`config.mk`:
```
export PLATFORM = sky130hd
export DESIGN_NAME = mem_arbiter
export DESIGN_NICKNAME = d
export VERILOG_FILES = /design/src/rtl/mem_arbiter_pkg.sv /design/src/rtl/mem_byte_seq.sv /design/src/rtl/mem_arbiter.sv
export SDC_FILE = /design/constraint.sdc
export NUM_CORES = 1
export LEC_CHECK = 0
export BUFFER_PORTS_ARGS = -buffer_cell sky130_fd_sc_hd__buf_2
export CAP_MARGIN = 20
export CELL_PAD_IN_SITES_DETAIL_PLACEMENT = 0
export CELL_PAD_IN_SITES_GLOBAL_PLACEMENT = 1
export CORE_AREA = 4 4 145 147
export CTS_BUF_LIST = sky130_fd_sc_hd__clkbuf_8
export DETAILED_ROUTE_END_ITERATION = 16
export DIE_AREA = 0 0 149 151
export PLACE_DENSITY = 0.86
export SETUP_SLACK_MARGIN = 0.4
export SLEW_MARGIN = 0
export SYNTH_ARGS = -nofsm -noshare
export SYNTH_HDL_FRONTEND = slang
export SYNTH_HIERARCHICAL = 1
export SYNTH_SLANG_ARGS = --single-unit
```
`constraint.sdc`:
```
create_clock -name clk -period 4.7 [get_ports clk]
set_clock_uncertainty 0.2 [all_clocks]
set_input_delay 0.47 -clock clk [delete_from_list [all_inputs] [get_ports clk]]
set_output_delay 0.47 -clock clk [all_outputs]
set_load 0.03 [all_outputs]
```
`src/rtl/mem_arbiter_pkg.sv`:
```
// Shared encodings for the byte-serial RAM arbiter: sizes, FSM states, owners,
// and the packed grant record handed from arbitration to the byte sequencer.
package mem_arbiter_pkg;

    localparam logic [1:0] SIZE_B = 2'd0;
    localparam logic [1:0] SIZE_H = 2'd1;
    localparam logic [1:0] SIZE_W = 2'd2;

    localparam logic [1:0] ST_IDLE = 2'd0;
    localparam logic [1:0] ST_XFER = 2'd1;
    localparam logic [1:0] ST_DONE = 2'd2;

    localparam logic OWN_IF  = 1'b0;
    localparam logic OWN_MEM = 1'b1;

    typedef struct packed {
        logic        owner;
        logic        we;
        logic [2:0]  n;
        logic [31:0] base;
        logic [31:0] wdata;
    } grant_t;

    // Size code 3 is deliberately treated as a word access.
    function automatic logic [2:0] size_to_n(input logic [1:0] size);
        case (size)
            SIZE_B:  return 3'd1;
            SIZE_H:  return 3'd2;
            SIZE_W:  return 3'd4;
            default: return 3'd4;
        endcase
    endfunction

endpackage

```
`src/rtl/mem_byte_seq.sv`:
```
// Byte sequencer: issues n byte accesses from base (address wraps mod 2^32), one per cycle after start;
// loads capture each byte one cycle after its address. No backpressure: RAM accepts one byte per cycle.
module mem_byte_seq (
    input  logic        clk,
    input  logic        rst,
    input  logic        start,
    input  logic [31:0] base,
    input  logic [2:0]  n,
    input  logic        we,
    input  logic [31:0] wdata,
    output logic [31:0] ram_addr_o,
    output logic        ram_we_o,
    output logic [7:0]  ram_wdata_o,
    input  logic [7:0]  ram_rdata_i,
    output logic [31:0] result_o,
    output logic        last_o
);
    logic        issue_q;
    logic        we_q;
    logic [2:0]  n_q;
    logic [1:0]  idx_q;
    logic [31:0] addr_q;
    logic [31:0] wdata_q;
    logic        cap_vld_q;
    logic [1:0]  cap_idx_q;
    logic [31:0] res_q;
    logic        issue_last;
    logic        cap_last;

    assign issue_last  = ({1'b0, idx_q} == (n_q - 3'd1));
    assign cap_last    = ({1'b0, cap_idx_q} == (n_q - 3'd1));
    assign ram_addr_o  = addr_q;
    assign ram_we_o    = issue_q & we_q;
    assign ram_wdata_o = wdata_q[7:0];
    assign last_o      = (issue_q & we_q & issue_last) | (cap_vld_q & cap_last);

    // Result with the byte arriving this cycle already merged in, so the
    // owner's output register can take the complete word on the final edge.
    assign result_o = cap_vld_q ? (res_q | (32'(ram_rdata_i) << {cap_idx_q, 3'b000})) : res_q;

    always_ff @(posedge clk) begin
        if (rst) begin
            issue_q   <= 1'b0;
            we_q      <= 1'b0;
            n_q       <= 3'd0;
            idx_q     <= 2'd0;
            addr_q    <= 32'd0;
            wdata_q   <= 32'd0;
            cap_vld_q <= 1'b0;
            cap_idx_q <= 2'd0;
            res_q     <= 32'd0;
        end else begin
            cap_vld_q <= issue_q & ~we_q;
            cap_idx_q <= idx_q;
            if (cap_vld_q) begin
                res_q <= result_o;
            end
            if (start) begin
                issue_q <= 1'b1;
                we_q    <= we;
                n_q     <= n;
                idx_q   <= 2'd0;
                addr_q  <= base;
                wdata_q <= wdata;
                res_q   <= 32'd0;
            end else if (issue_q) begin
                if (issue_last) begin
                    issue_q <= 1'b0;
                end else begin
                    idx_q   <= idx_q + 2'd1;
                    addr_q  <= addr_q + 32'd1;
                    wdata_q <= wdata_q >> 8;
                end
            end
        end
    end

endmodule

```
`src/rtl/mem_arbiter.sv`:
```
// IF/MEM arbiter for a byte-wide RAM; store done at n+1, load/fetch done at n+2 cycles after request.
// Losing requester waits in IDLE; round-robin when MEM_ARB_RR_EN is defined, else MEM has priority.
module mem_arbiter (
    input  logic        clk,
    input  logic        rst,
    input  logic        if_req_i,
    input  logic [31:0] if_addr_i,
    output logic [31:0] if_data_o,
    output logic        if_done_o,
    input  logic        mem_req_i,
    input  logic        mem_we_i,
    input  logic [1:0]  mem_size_i,
    input  logic [31:0] mem_addr_i,
    input  logic [31:0] mem_wdata_i,
    output logic [31:0] mem_rdata_o,
    output logic        mem_done_o,
    output logic [31:0] ram_addr_o,
    output logic        ram_we_o,
    output logic [7:0]  ram_wdata_o,
    input  logic [7:0]  ram_rdata_i,
    output logic        busy_o
);
    import mem_arbiter_pkg::*;

    logic [1:0]  state_q;
    logic        owner_q;
    logic        we_q;
    logic        pick_mem;
    logic        start;
    logic        seq_last;
    logic [31:0] seq_result;
    grant_t      grant;

    assign start  = (state_q == ST_IDLE) & (if_req_i | mem_req_i);
    assign busy_o = (state_q != ST_IDLE);

`ifdef MEM_ARB_RR_EN
    // Reset value says IF was served last, so MEM wins the first contest.
    logic last_if_q;

    assign pick_mem = mem_req_i & (~if_req_i | last_if_q);

    always_ff @(posedge clk) begin
        if (rst) begin
            last_if_q <= 1'b1;
        end else if (start) begin
            last_if_q <= ~pick_mem;
        end
    end
`else
    assign pick_mem = mem_req_i;
`endif

    always_comb begin
        grant = '0;
        if (pick_mem) begin
            grant.owner = OWN_MEM;
            grant.we    = mem_we_i;
            grant.n     = size_to_n(mem_size_i);
            grant.base  = mem_addr_i;
            grant.wdata = mem_wdata_i;
        end else begin
            grant.owner = OWN_IF;
            grant.we    = 1'b0;
            grant.n     = 3'd4;
            grant.base  = if_addr_i;
        end
    end

    mem_byte_seq u_seq (
        .clk         (clk),
        .rst         (rst),
        .start       (start),
        .base        (grant.base),
        .n           (grant.n),
        .we          (grant.we),
        .wdata       (grant.wdata),
        .ram_addr_o  (ram_addr_o),
        .ram_we_o    (ram_we_o),
        .ram_wdata_o (ram_wdata_o),
        .ram_rdata_i (ram_rdata_i),
        .result_o    (seq_result),
        .last_o      (seq_last)
    );

    always_ff @(posedge clk) begin
        if (rst) begin
            state_q     <= ST_IDLE;
            owner_q     <= OWN_IF;
            we_q        <= 1'b0;
            if_data_o   <= 32'd0;
            mem_rdata_o <= 32'd0;
            if_done_o   <= 1'b0;
            mem_done_o  <= 1'b0;
        end else begin
            if_done_o  <= 1'b0;
            mem_done_o <= 1'b0;
            case (state_q)
                ST_IDLE: begin
                    if (start) begin
                        state_q <= ST_XFER;
                        owner_q <= grant.owner;
                        we_q    <= grant.we;
                    end
                end
                ST_XFER: begin
                    // Done and data are registered here so both appear in the DONE cycle.
                    if (seq_last) begin
                        state_q <= ST_DONE;
                        if (owner_q == OWN_IF) begin
                            if_done_o <= 1'b1;
                            if_data_o <= seq_result;
                        end else begin
                            mem_done_o <= 1'b1;
                            if (!we_q) begin
                                mem_rdata_o <= seq_result;
                            end
                        end
                    end
                end
                default: state_q <= ST_IDLE;
            endcase
        end
    end

endmodule

```
Word level (Yosys, flattened, before mapping)

Cells that the tools add are included.

Register bits: 176
Output and inout bits: 108
Word-level logic and storage cells: 71

$add $sub $neg: 3
Equality and inequality tests: 7
Shift-type cells: 1
Multiplexer cells: 18
Bitwise gates (word level): 14
Reductions and logical operators: 12

Operators by type and width:

| kind                                                                  | count |
|---|---|
| 32-bit two-way mux                                                    | 8 |
| 37-bit two-way mux                                                    | 1 |
| 32-bit by 1-bit adder with 32-bit output, second input constant       | 1 |
| 32-bit OR                                                             | 1 |
| 8-bit by 5-bit << shifter with 32-bit output                          | 1 |
| 2-bit AND reduction                                                   | 4 |
| 2-bit by 3-bit equality test with 1-bit output                        | 2 |
| 2-bit != test, second input constant                                  | 3 |
| 1-bit inverter                                                        | 6 |
| 3-bit one-hot mux with 2 select lines                                 | 1 |
| 1-bit AND                                                             | 5 |
| 1-bit two-way mux                                                     | 5 |
| 2-bit by 1-bit equality test with 1-bit output, second input constant | 2 |
| 2-bit zero test                                                       | 2 |
| 2-bit two-way mux                                                     | 2 |
| 2-bit one-hot mux with 2 select lines                                 | 1 |
| 4-bit AND reduction                                                   | 1 |
| 2-bit nonzero test                                                    | 2 |
| 3-bit AND reduction                                                   | 1 |
| 3-bit OR reduction                                                    | 1 |
| 3-bit by 1-bit subtractor with 3-bit output, second input constant    | 1 |
| 2-bit by 1-bit adder with 2-bit output, second input constant         | 1 |
| 1-bit OR                                                              | 2 |
| 2-bit OR reduction                                                    | 1 |

Depth between registers and ports, before layout

Gate-level depths: netlist of run 1.

Depth in word-level cells: 6
Mapped depth: 13

Modules after synthesis

The synthesis of run 1 kept the hierarchy.

By module, submodules not included:

| module       | instances | cells each | area each (µm²) |
|---|---|---|---|
| mem_byte_seq | 1         | 607        | 5131.2 |
| mem_arbiter  | 1         | 383        | 3382.0 |

Worst setup path after synthesis of run 1

No wires, ideal clock.

Kind: register -> register
From: reg u_seq.n_q[0]
To: reg mem_rdata_o[19]
Library setup time: 0.072 ns
Data arrival time: 2.664 ns
Data required time: 4.428 ns
Slack: 1.764 ns
Cell stages (with the launch flop): 14
Path through: dfxtp_1 buf_2 inv_1 ha_1 xnor2_1 nor3_1 buf_2 buf_2 a32o_1 nand3b_1 nor3b_2 buf_6 buf_8 mux2i_1

Word-level cells in the longest chain between the ends: 5
Elaborated cells between the ends (all ways): 7
Those cells by class: add/sub (1); eq/ne (2); bitwise (3); reduce/logical (1)

RTL lines:

| element                                                           | RTL line                               | source |
|---|---|---|
| from (decl)                                                       | mem_byte_seq.sv:20                     | `logic [2:0] n_q;` |
| from (signal assigned)                                            | mem_byte_seq.sv:61                     | `n_q <= n;` |
| 3-bit by 1-bit subtractor with 3-bit output *                     | mem_byte_seq.sv:30, mem_byte_seq.sv:31 |  |
| 2-bit by 3-bit equality test with 1-bit output (on tied branches) | mem_byte_seq.sv:30, mem_byte_seq.sv:31 |  |
| 1-bit AND                                                         | mem_byte_seq.sv:35                     | `assign last_o = (issue_q & we_q & issue_last) \| (cap_vld_q & cap_last);` |
| 1-bit OR *                                                        | mem_byte_seq.sv:35                     |  |
| via seq_last                                                      | mem_arbiter.sv:30                      | `logic seq_last;` |
| 4-bit AND reduction (no line) *                                   | -                                      |  |
| to (signal assigned)                                              | mem_arbiter.sv:116                     | `mem_rdata_o <= seq_result;` |
| to (decl)                                                         | mem_arbiter.sv:15                      | `output logic [31:0] mem_rdata_o,` |

Mark *: on every way through the listed nets, which the timed path passes. The rest lies on a longest branch.
A chain may end at the register's enable or synchronous reset.

Worst setup path in the final report of run 1

From: reg u_seq.n_q[0]
To: reg mem_rdata_o[12]

The elaborated chain is that of the path after synthesis.

==> results of run 1 <==
## synthesized netlist by cell type, types with 2 or more instances
master,instances
a2111oi_0,8
a2111oi_1,2
a211oi_1,6
a21o_1,32
a21oi_1,44
a311o_1,3
a311oi_1,37
a31oi_1,7
and2_1,71
and3_1,10
and4_1,9
buf_1,8
buf_2,15
buf_4,9
clkbuf_1,53
dfxtp_1,176
ha_1,2
inv_1,18
mux2_2,32
mux2i_1,36
nand2_1,121
nand2b_1,65
nand3_1,44
nand4_1,16
nor2_1,65
nor2b_1,7
nor3_1,8
nor3b_1,3
nor4_1,11
o211ai_1,2
o21ai_0,7
o221ai_1,3
o31a_1,2
o31ai_1,7
o41a_1,2
or2_2,2
or3_1,7
or4_1,7
xnor2_1,6
xor2_1,5
## power breakdown
part	leakage (uW)	internal, uW	switching [uW]
logic	0.00261	165	257
clock network	0.000198	486	552
registers	0.00143	1540	57.1
total	0.00424	2190	867
## logic make-up after synthesis
| group | after synthesis | share of synthesized area [%] |
|---|---|---|
| AO/OA/AOI/OAI | 172 | 14.9 |
| AND/OR/NAND/NOR | 454 | 28.0 |
| flip-flops | 176 | 41.4 |
| XOR/XNOR | 13 | 1.51 |
| buffers and inverters | 105 | 5.47 |
| multiplexers | 68 | 8.47 |
| adder cells (fa/ha/maj) | 2 | 0.294 |
## final timing paths
kind	end	slack, ns	cells past startpoint
max	mem_rdata_o[12]	1.72	9
min	u_seq/n_q[0]	0.18	4
max reg2reg	mem_rdata_o[12]	1.72	9
min reg2reg	if_data_o[30]	0.26	2
## worst min-delay path: cells and delay by family
family	cells	cell delay, ns
simple gates	2	0.10
mux	1	0.12
buf+inv	1	0.10
## layout make-up
cell class                 instances  area [sq um]  area share, %
clock buffer                      18           248           2.47
clock inverter                    12           136           1.36
inverter                          18          67.6          0.672
multi-input combinational        709          4560           45.4
sequential                       176          3520           35.1
tap                              270           338           3.36
timing repair buffer             229          1180           11.7
## sequential cells by signal, summed over array words and instances, names as in the netlist
register and cells:
if_data_o 32, mem_rdata_o 32, u_seq/ram_addr_o 32, u_seq/res_q 32, u_seq/wdata_q 32, u_seq/n_q 3, state_q 2, u_seq/cap_idx_q 2
u_seq/idx_q 2, if_done_o 1, mem_done_o 1, owner_q 1, u_seq/cap_vld_q 1, u_seq/issue_q 1, u_seq/we_q 1, we_q 1
## stage by stage
stage / instances / instance area [sq um] / power (uW)
final: 1432 / 10000 / 3060
after global routing: 1432 / 10000 / 3210
after CTS: 1432 / 10000 / 3100
after detailed placement: 1402 / 9660 / 2060
after global placement: 1402 / 9660 / 2050
after floorplan: 990 / 8510 / 1920
## layer usage
metal,GRT usage (%),share of wire (%)
met5,0,0.056
met4,4.99,1.2
met3,5.24,7.7
met2,33.1,48
met1,26.8,43
==> impl_metrics.yaml, run 1 <==
critical_path:
  worstPathArrival_ns: 3.16
  cp_top_family: "simple AND/OR/NAND/NOR gates"
  cp-start-kind: "flop"
  crit_buf_inv: 2
  path_class: "flop to flop"
  cp_max_fo: 29
  max_stage_delay_ns: 0.47
  required_ns: 4.88
  endpoint_kind: "flop"
  startpoint: "u_seq/n_q[0]"
  crit_path_top_delay_cell: "buf_4"
  timing.rr.start: "u_seq/n_q[0]"
  worstPathCellList: "inv_1 -> ha_1 -> xnor2_1 -> nor3_2 -> a32o_1 -> nand3b_1 -> nor3b_4 -> buf_4 -> mux2i_1"
clock_network:
  cts_made_buffers: 17
  htree_levels: 4
  insertion_delay_ns: 0.45
  cts_setup_buffers: 0
  cts.sinks: 176
  cts.clk_slew.worst_paths_ns: 0.09
  cts_tree: "yes"
  hold_buffers: 0
  cts-root-buf: "clkbuf_8"
  ctsResizeCount: 0
  clockBufferDepth: 2
timing:
  period_share_pct: 63.4
  rsz0062_at_grt: "false"
  finalHoldWorstSlack_ns: 0.181
  final_max_slew_viol_count: 0
  timing.final.ws_setup_ns: 1.72
  fin_tns_setup_ns: 0
  finalCriticalPeriod_ns: 2.98
  worst_pin_slew_ns: 1.09
  setup_violations: 0
  max_freq_mhz: 336
  hold_violations: 0
  max-slew-margin-rel_pct: 27.3
power:
  powerDensity_nw_per_um2: 305
  vdd_drop_max_v: 0.000228
  leakagePower_uw: 0.00424
placed_design:
  hpwlAfterDp_mm: 15.7
  dp_slack_ns: 1.72
  gp_congestion: 0.786
  io_buffers: 218
global_routing:
  grt_pass1_vias: 7178
  gr-total-overflow: 0
  antenna_found_initial: 1
  track_usage_pct: 20.2
  grt_pass1_wl_mm: 37.2
  grt_max_degree: 95
synthesis:
  syn_nets: 1103
  synth_cell_types: 62
  syn_avg_cell_area_sq_um: 8.60
  syn-instance-count: 990
  async_reset_ff_share_pct: 0
  ys.flop_type: "dfxtp_1"
  synth_area_leaders: "dfxtp_1 (41%), nand2_1 (5.3%), and2_1 (5.2%)"
  synth_edf_count: 0
  yosysSeqAreaShare_pct: 41.4
  synth_top_area_cell: "dfxtp_1"
  netlist_area_sq_um: 8510
  yosysWarnings: 6
  ys_seq_elements: 176
  synth_top_area_share_pct: 41.4
cells_and_area:
  antenna_cells: 0
  area_growth_pct: 18.0
  mostFrequentLayoutCells: "buf_2 (217), dfxtp_1 (176), nand2_1 (121)"
  drive_gt1_share_pct: 26.2
  final_core_util_pct: 50.5
  layout.cells.most_common: "buf_2"
  fillCellCount: 1988
  nets: 1264
routing:
  drt_wl_total_mm: 23.1
  drc: 0
  num_vias: 7644
  first_iter_violations: 581
  viasPerCell: 5.34
  postRouteAntennaNets: 0
  wl_per_cell_um: 16.2
  dr.pass1.iters: 5
die:
  dieArea_sq_um: 22500
  die_y_um: 151
  start_util_pct: 42.8
  io_pins: 219
  core_area_sq_um: 19900
  placementRows: 52
  dieWidth_um: 149
min_path:
  min-delay-start: "mem_size_i[0]"
  holdCritPathClass: "input port to flop"
status:
  status: "finished clean"
job:
  cap_violations: 0
Note: power is estimated with default switching activity, not from simulation.
==> run 2: changes to the inputs <==
--- a/config.mk
+++ b/config.mk
@@ -9,11 +9,11 @@
 export CAP_MARGIN = 20
 export CELL_PAD_IN_SITES_DETAIL_PLACEMENT = 0
 export CELL_PAD_IN_SITES_GLOBAL_PLACEMENT = 1
-export CORE_AREA = 4 4 145 147
+export CORE_AREA = 4 4 150 152
 export CTS_BUF_LIST = sky130_fd_sc_hd__clkbuf_8
 export DETAILED_ROUTE_END_ITERATION = 16
-export DIE_AREA = 0 0 149 151
-export PLACE_DENSITY = 0.86
+export DIE_AREA = 0 0 154 156
+export PLACE_DENSITY = 0.81
 export SETUP_SLACK_MARGIN = 0.4
 export SLEW_MARGIN = 0
 export SYNTH_ARGS = -nofsm -noshare
==> constraint.sdc (replaced) <==
create_clock -name clk -period 2.95 [get_ports clk]
set_clock_uncertainty 0.2 [all_clocks]
set_input_delay 0.295 -clock clk [delete_from_list [all_inputs] [get_ports clk]]
set_output_delay 0.295 -clock clk [all_outputs]
set_load 0.03 [all_outputs]
==> run 2 against run 1 <==
Final cell count increased by 3.1%; fmax grew 24%; hold slack worse by 0.15 ns; routed wire length rose by 3.9%; clock power rose by 67%; combinational power grew 71%; global-route usage fell by 1.2 points; power increased by 64%; sequential cell count stayed put; cell area is 4.9% higher; non-clock buffer count increased by 37; critical endpoint is now mem_rdata_o[2].
==> impl_metrics.yaml, run 2 (synthesized netlist as in run 1, its figures left out) <==
status:
  status: "finished clean"
cells_and_area:
  stdcell_area_sq_um: 10500
  finalNonFillerCells: 1477
  fillCellCount: 2032
  mostFrequentLayoutCells: "buf_2 (217), dfxtp_1 (175), nand2_1 (121)"
  area_growth_pct: 23.8
  layout.cells.most_common: "buf_2"
  nets: 1301
  drive_gt1_share_pct: 27.8
clock_network:
  cts.clk_slew.worst_paths_ns: 0.10
  cts_made_buffers: 17
  cts.sinks: 176
  cts-root-buf: "clkbuf_8"
  cts_tree: "yes"
  htree_levels: 4
  clockBufferDepth: 2
  insertion_delay_ns: 0.46
critical_path:
  r2r_slack_ns: 0.54
  path_class: "flop to flop"
  cp_max_fo: 7
  r2r_end: "mem_rdata_o[2]"
  endpoint_kind: "flop"
  cp-start-kind: "flop"
  timing.rr.start: "u_seq/n_q[0]"
  max_stage_delay_ns: 0.39
  worst_r2r_path_depth: 10
  worstPathArrival_ns: 2.59
  required_ns: 3.14
  worstPathCellList: "inv_2 -> ha_4 -> xor2_2 -> nor3_2 -> a32o_2 -> nand3b_1 -> nor3b_4 -> buf_4 -> clkbuf_16 -> mux2i_1"
  crit_path_top_delay_cell: "dfxtp_4"
placed_design:
  hpwlAfterDp_mm: 16.0
  dp_slack_ns: 0.476
  io_buffers: 218
  gp_congestion: 0.805
  placed_cells: 1416
  place_area_sq_um: 9820
timing:
  max_freq_mhz: 415
  finalCriticalPeriod_ns: 2.41
  fin_tns_setup_ns: 0
  worst_pin_slew_ns: 0.683
  hold_violations: 0
  final_max_slew_viol_count: 0
  rsz0062_at_grt: "true"
  max-slew-margin-rel_pct: 54.4
  period_share_pct: 81.6
  setup_violations: 0
  timing.final.ws_setup_ns: 0.543
die:
  die_y_um: 156
  dieWidth_um: 154
  io_pins: 219
  core_area_sq_um: 21000
  placementRows: 53
  dieArea_sq_um: 24000
  start_util_pct: 40.5
min_path:
  holdCritPathClass: "input port to flop"
  min-delay-start: "mem_wdata_i[22]"
  worstHoldEndpoint: "u_seq/wdata_q[22]"
  hold_depth: 4
routing:
  drt_wl_total_mm: 24.0
  viasPerCell: 5.24
  wl_per_cell_um: 16.3
  num_vias: 7736
  drc: 0
  dr.pass1.iters: 4
  postRouteAntennaNets: 0
  first_iter_violations: 415
power:
  powerDensity_nw_per_um2: 475
  leakagePower_uw: 0.00446
  vdd_drop_max_v: 0.000271
global_routing:
  grt_pass1_vias: 7291
  antenna_found_initial: 1
  grt_pass1_wl_mm: 37.9
  grt.busiest_layer: "met2"
  grt_max_degree: 142
  track_usage_pct: 19.0
  grt_use_met1_pct: 26.2
  grt_use_met2_pct: 30.3
  grtUsageMet3_pct: 4.22
  gr-total-overflow: 0
job:
  cap_violations: 0
-- run 2: worst max-delay path by stage --
stage | start | end | slack (ns) | depth (start not counted)
floorplan | u_seq/n_q[0] | mem_rdata_o[19] | 0.37 | 13
global placement | u_seq/ram_addr_o[2] | u_seq/ram_addr_o[25] | 0.51 | 4
detailed placement | u_seq/ram_addr_o[2] | u_seq/ram_addr_o[25] | 0.48 | 4
CTS | u_seq/n_q[0] | mem_rdata_o[1] | 0.45 | 9
global route | u_seq/n_q[1] | mem_rdata_o[7] | 0.38 | 10
finish | u_seq/n_q[0] | mem_rdata_o[2] | 0.54 | 10
-- run 2: what timing repair did --
action,in CTS,in global routing
gates resized for setup,0,2
endpoints found under the setup margin,0,40
setup buffers,0,9
hold buffers,15,0
hold endpoints to repair,11,0
-- run 2: worst max-delay path: cells and delay by family (launching register included) --
| kind | cells | cell delay, ns |
|---|---|---|
| simple gates | 3 | 0.64 |
| flops | 1 | 0.39 |
| buf+inv | 3 | 0.39 |
| xor+xnor | 1 | 0.20 |
| compound gates | 1 | 0.18 |
| mux | 1 | 0.18 |
| fa+ha+maj | 1 | 0.16 |
-- run 2: report_power, final --
part,switching [uW],internal (uW)
Clock,1020,724
Combinational,423,299
Sequential,88.4,2460
Total,1530,3480
-- run 2: layer usage --
layer	up-vias	routed length, um
met5	-	7
met4	2	408
met3	25	1530
met2	233	11100
met1	3597	11000
li1	3879	-
-- run 2: through the flow --
| step | utilization (%) | hold slack, ns | total power (uW) |
|---|---|---|---|
| final | 50.1 | 0.0340 | 5010 |
| after global routing | 50.1 | 0.0261 | 5250 |
| after CTS | 49.4 | 0.00196 | 5070 |
| after detailed placement | 46.7 | 0.239 | 3300 |
| after global placement | 46.7 | 0.233 | 3290 |
| after floorplan | - | 0.212 | 3060 |
-- run 2: area by class of cell --
class	instances	area (sq um)	area share (%)
Clock inverter	15	185	1.76
Sequential cell	176	3530	33.5
Multi-Input combinational cell	709	4590	43.6
Antenna cell	1	2.50	0.0237
Clock buffer	17	234	2.22
Timing Repair Buffer	266	1590	15.1
Inverter	18	67.6	0.641
Tap cell	275	344	3.26
==> run 3: changes to the inputs <==
==> constraint.sdc (replaced) <==
create_clock -name clk -period 2.4 [get_ports clk]
set_clock_uncertainty 0.2 [all_clocks]
set_input_delay 0.24 -clock clk [delete_from_list [all_inputs] [get_ports clk]]
set_output_delay 0.24 -clock clk [all_outputs]
set_load 0.03 [all_outputs]
==> run 3 against run 2 <==
Sequential share of layout area is 3.7 points lower; via count increased by 6.6%; die area unchanged; combinational power up 55%; clock power rose by 16%; count of clock-buffer cells in the layout grew 2; sequential cell count is the same; largest power group unchanged.
==> impl_metrics.yaml, run 3 (synthesized netlist as in run 1, its figures left out) <==
placed_design:
  gp_congestion: 0.840
  placed_cells: 1431
  dp_slack_ns: 0.0331
  io_buffers: 218
  hpwlAfterDp_mm: 16.4
routing:
  drt_wl_total_mm: 27.6
  postRouteAntennaNets: 0
  drc: 0
  num_vias: 8248
  viasPerCell: 5.33
  dr.pass1.iters: 5
  wl_per_cell_um: 17.8
  first_iter_violations: 547
global_routing:
  grt_max_degree: 94
  antenna_found_initial: 0
  grt_pass1_wl_mm: 41.4
  grt_pass1_vias: 7787
  gr-total-overflow: 0
  track_usage_pct: 21.0
critical_path:
  r2r_end: "mem_rdata_o[19]"
  required_ns: 2.59
  cp_num_cells: 10
  worstPathCellList: "inv_2 -> ha_4 -> xnor2_4 -> nor3_4 -> a32o_2 -> nand3b_1 -> nor3b_4 -> buf_6 -> buf_12 -> mux2i_2"
  r2r_slack_ns: 0.09
  cp_top_family: "simple AND/OR/NAND/NOR gates"
  cp-start-kind: "flop"
  path_class: "flop to flop"
  worstPathArrival_ns: 2.49
  crit_end: "mem_rdata_o[19]"
  endpoint_kind: "flop"
  crit_path_top_delay_cell: "dfxtp_2"
  crit_buf_inv: 3
  cp_max_fo: 8
  startpoint: "u_seq/n_q[0]"
  worst_r2r_path_depth: 10
  max_stage_delay_ns: 0.34
  timing.rr.start: "u_seq/n_q[0]"
timing:
  hold_violations: 0
  worst_pin_slew_ns: 0.684
  setup_violations: 0
  rsz0062_at_grt: "true"
  timing.final.ws_setup_ns: 0.0942
  final_max_slew_viol_count: 0
  finalCriticalPeriod_ns: 2.31
  period_share_pct: 96.1
  max_freq_mhz: 434
  max-slew-margin-rel_pct: 54.4
die:
  die_y_um: 156
  io_pins: 219
  placementRows: 53
  core_area_sq_um: 21000
  dieArea_sq_um: 24000
  dieWidth_um: 154
  start_util_pct: 40.5
clock_network:
  cts.clk_slew.worst_paths_ns: 0.09
  clockBufferDepth: 2
  insertion_delay_ns: 0.46
  htree_levels: 4
  cts_tree: "yes"
  cts_made_buffers: 17
  cts-root-buf: "clkbuf_8"
  cts.sinks: 176
cells_and_area:
  finalNonFillerCells: 1548
  drive_gt1_share_pct: 35.9
  mostFrequentLayoutCells: "buf_2 (217), dfxtp_1 (155), nand2_1 (119)"
  fillCellCount: 1934
  antenna_cells: 0
  nets: 1373
  area_growth_pct: 40.9
  layout.cells.most_common: "buf_2"
power:
  powerDensity_nw_per_um2: 523
  leakagePower_uw: 0.00499
  vdd_drop_max_v: 0.000298
  power_uw: 6270
min_path:
  hold_depth: 4
  holdCritPathClass: "input port to flop"
job:
  cap_violations: 0
status:
  status: "finished clean"
## run 3: metrics by stage
step	hold WS [ns]	util [%]	instance area [sq um]	TNS, ns
final	0.0290	57.0	12000	0
after global routing	0.0361	57.0	12000	0
after CTS	0.000584	54.1	11400	0
after detailed placement	0.245	47.8	10000	0
after global placement	0.241	47.8	10000	0
after floorplan	0.212	-	8690	-3.43
## run 3: routing by layer
| metal | share of wire (%) | vias up | track usage (%) |
|---|---|---|---|
| li1 | - | 4032 | - |
| met1 | 47 | 3900 | 29.5 |
| met2 | 46 | 292 | 33.3 |
| met3 | 6.7 | 24 | 4.30 |
| met4 | 1.1 | 0 | 4.92 |
| met5 | 0 | - | 0 |
## run 3: worst min path at each step
stage                   startpoint  slack (ns)              end
floorplan               u_seq/we_q        0.21  u_seq/cap_vld_q
detailed placement   if_data_o[13]        0.24    if_data_o[13]
global route        ram_rdata_i[3]        0.04  u_seq/res_q[27]
CTS                       mem_we_i      0.0006       u_seq/we_q
finish                    mem_we_i        0.03       u_seq/we_q
global placement     if_data_o[11]        0.24    if_data_o[11]
## run 3: final cells by class
| type | instances | area [sq um] | area share [%] |
|---|---|---|---|
| Inverter | 18 | 67.6 | 0.563 |
| Tap cell | 275 | 344 | 2.87 |
| Timing Repair Buffer | 338 | 2610 | 21.7 |
| Clock inverter | 13 | 113 | 0.939 |
| Clock buffer | 19 | 262 | 2.18 |
| Multi-Input combinational cell | 709 | 5030 | 41.9 |
| Sequential cell | 176 | 3570 | 29.8 |
## run 3: repair_timing
action,in CTS,in global routing
gates resized for setup,40,69
pin swaps,30,38
hold endpoints to repair,53,0
gates cloned,7,11
hold buffers,47,0
endpoints found under the setup margin,121,167
setup buffers,15,5
## run 3: worst reg2reg max path, cell delays in order (launching register included)
cell and delay (ns):
dfxtp_2 0.34, inv_2 0.04, ha_4 0.26, xnor2_4 0.14
nor3_4 0.15, a32o_2 0.18, nand3b_1 0.15, nor3b_4 0.25
buf_6 0.17, buf_12 0.15, mux2i_2 0.21
## run 3: power by group
part / leakage [uW] / internal (uW) / switching (uW)
sequential: 0.00144 / 3020 / 117
clock: 0.000200 / 879 / 1130
combinational: 0.00335 / 508 / 612
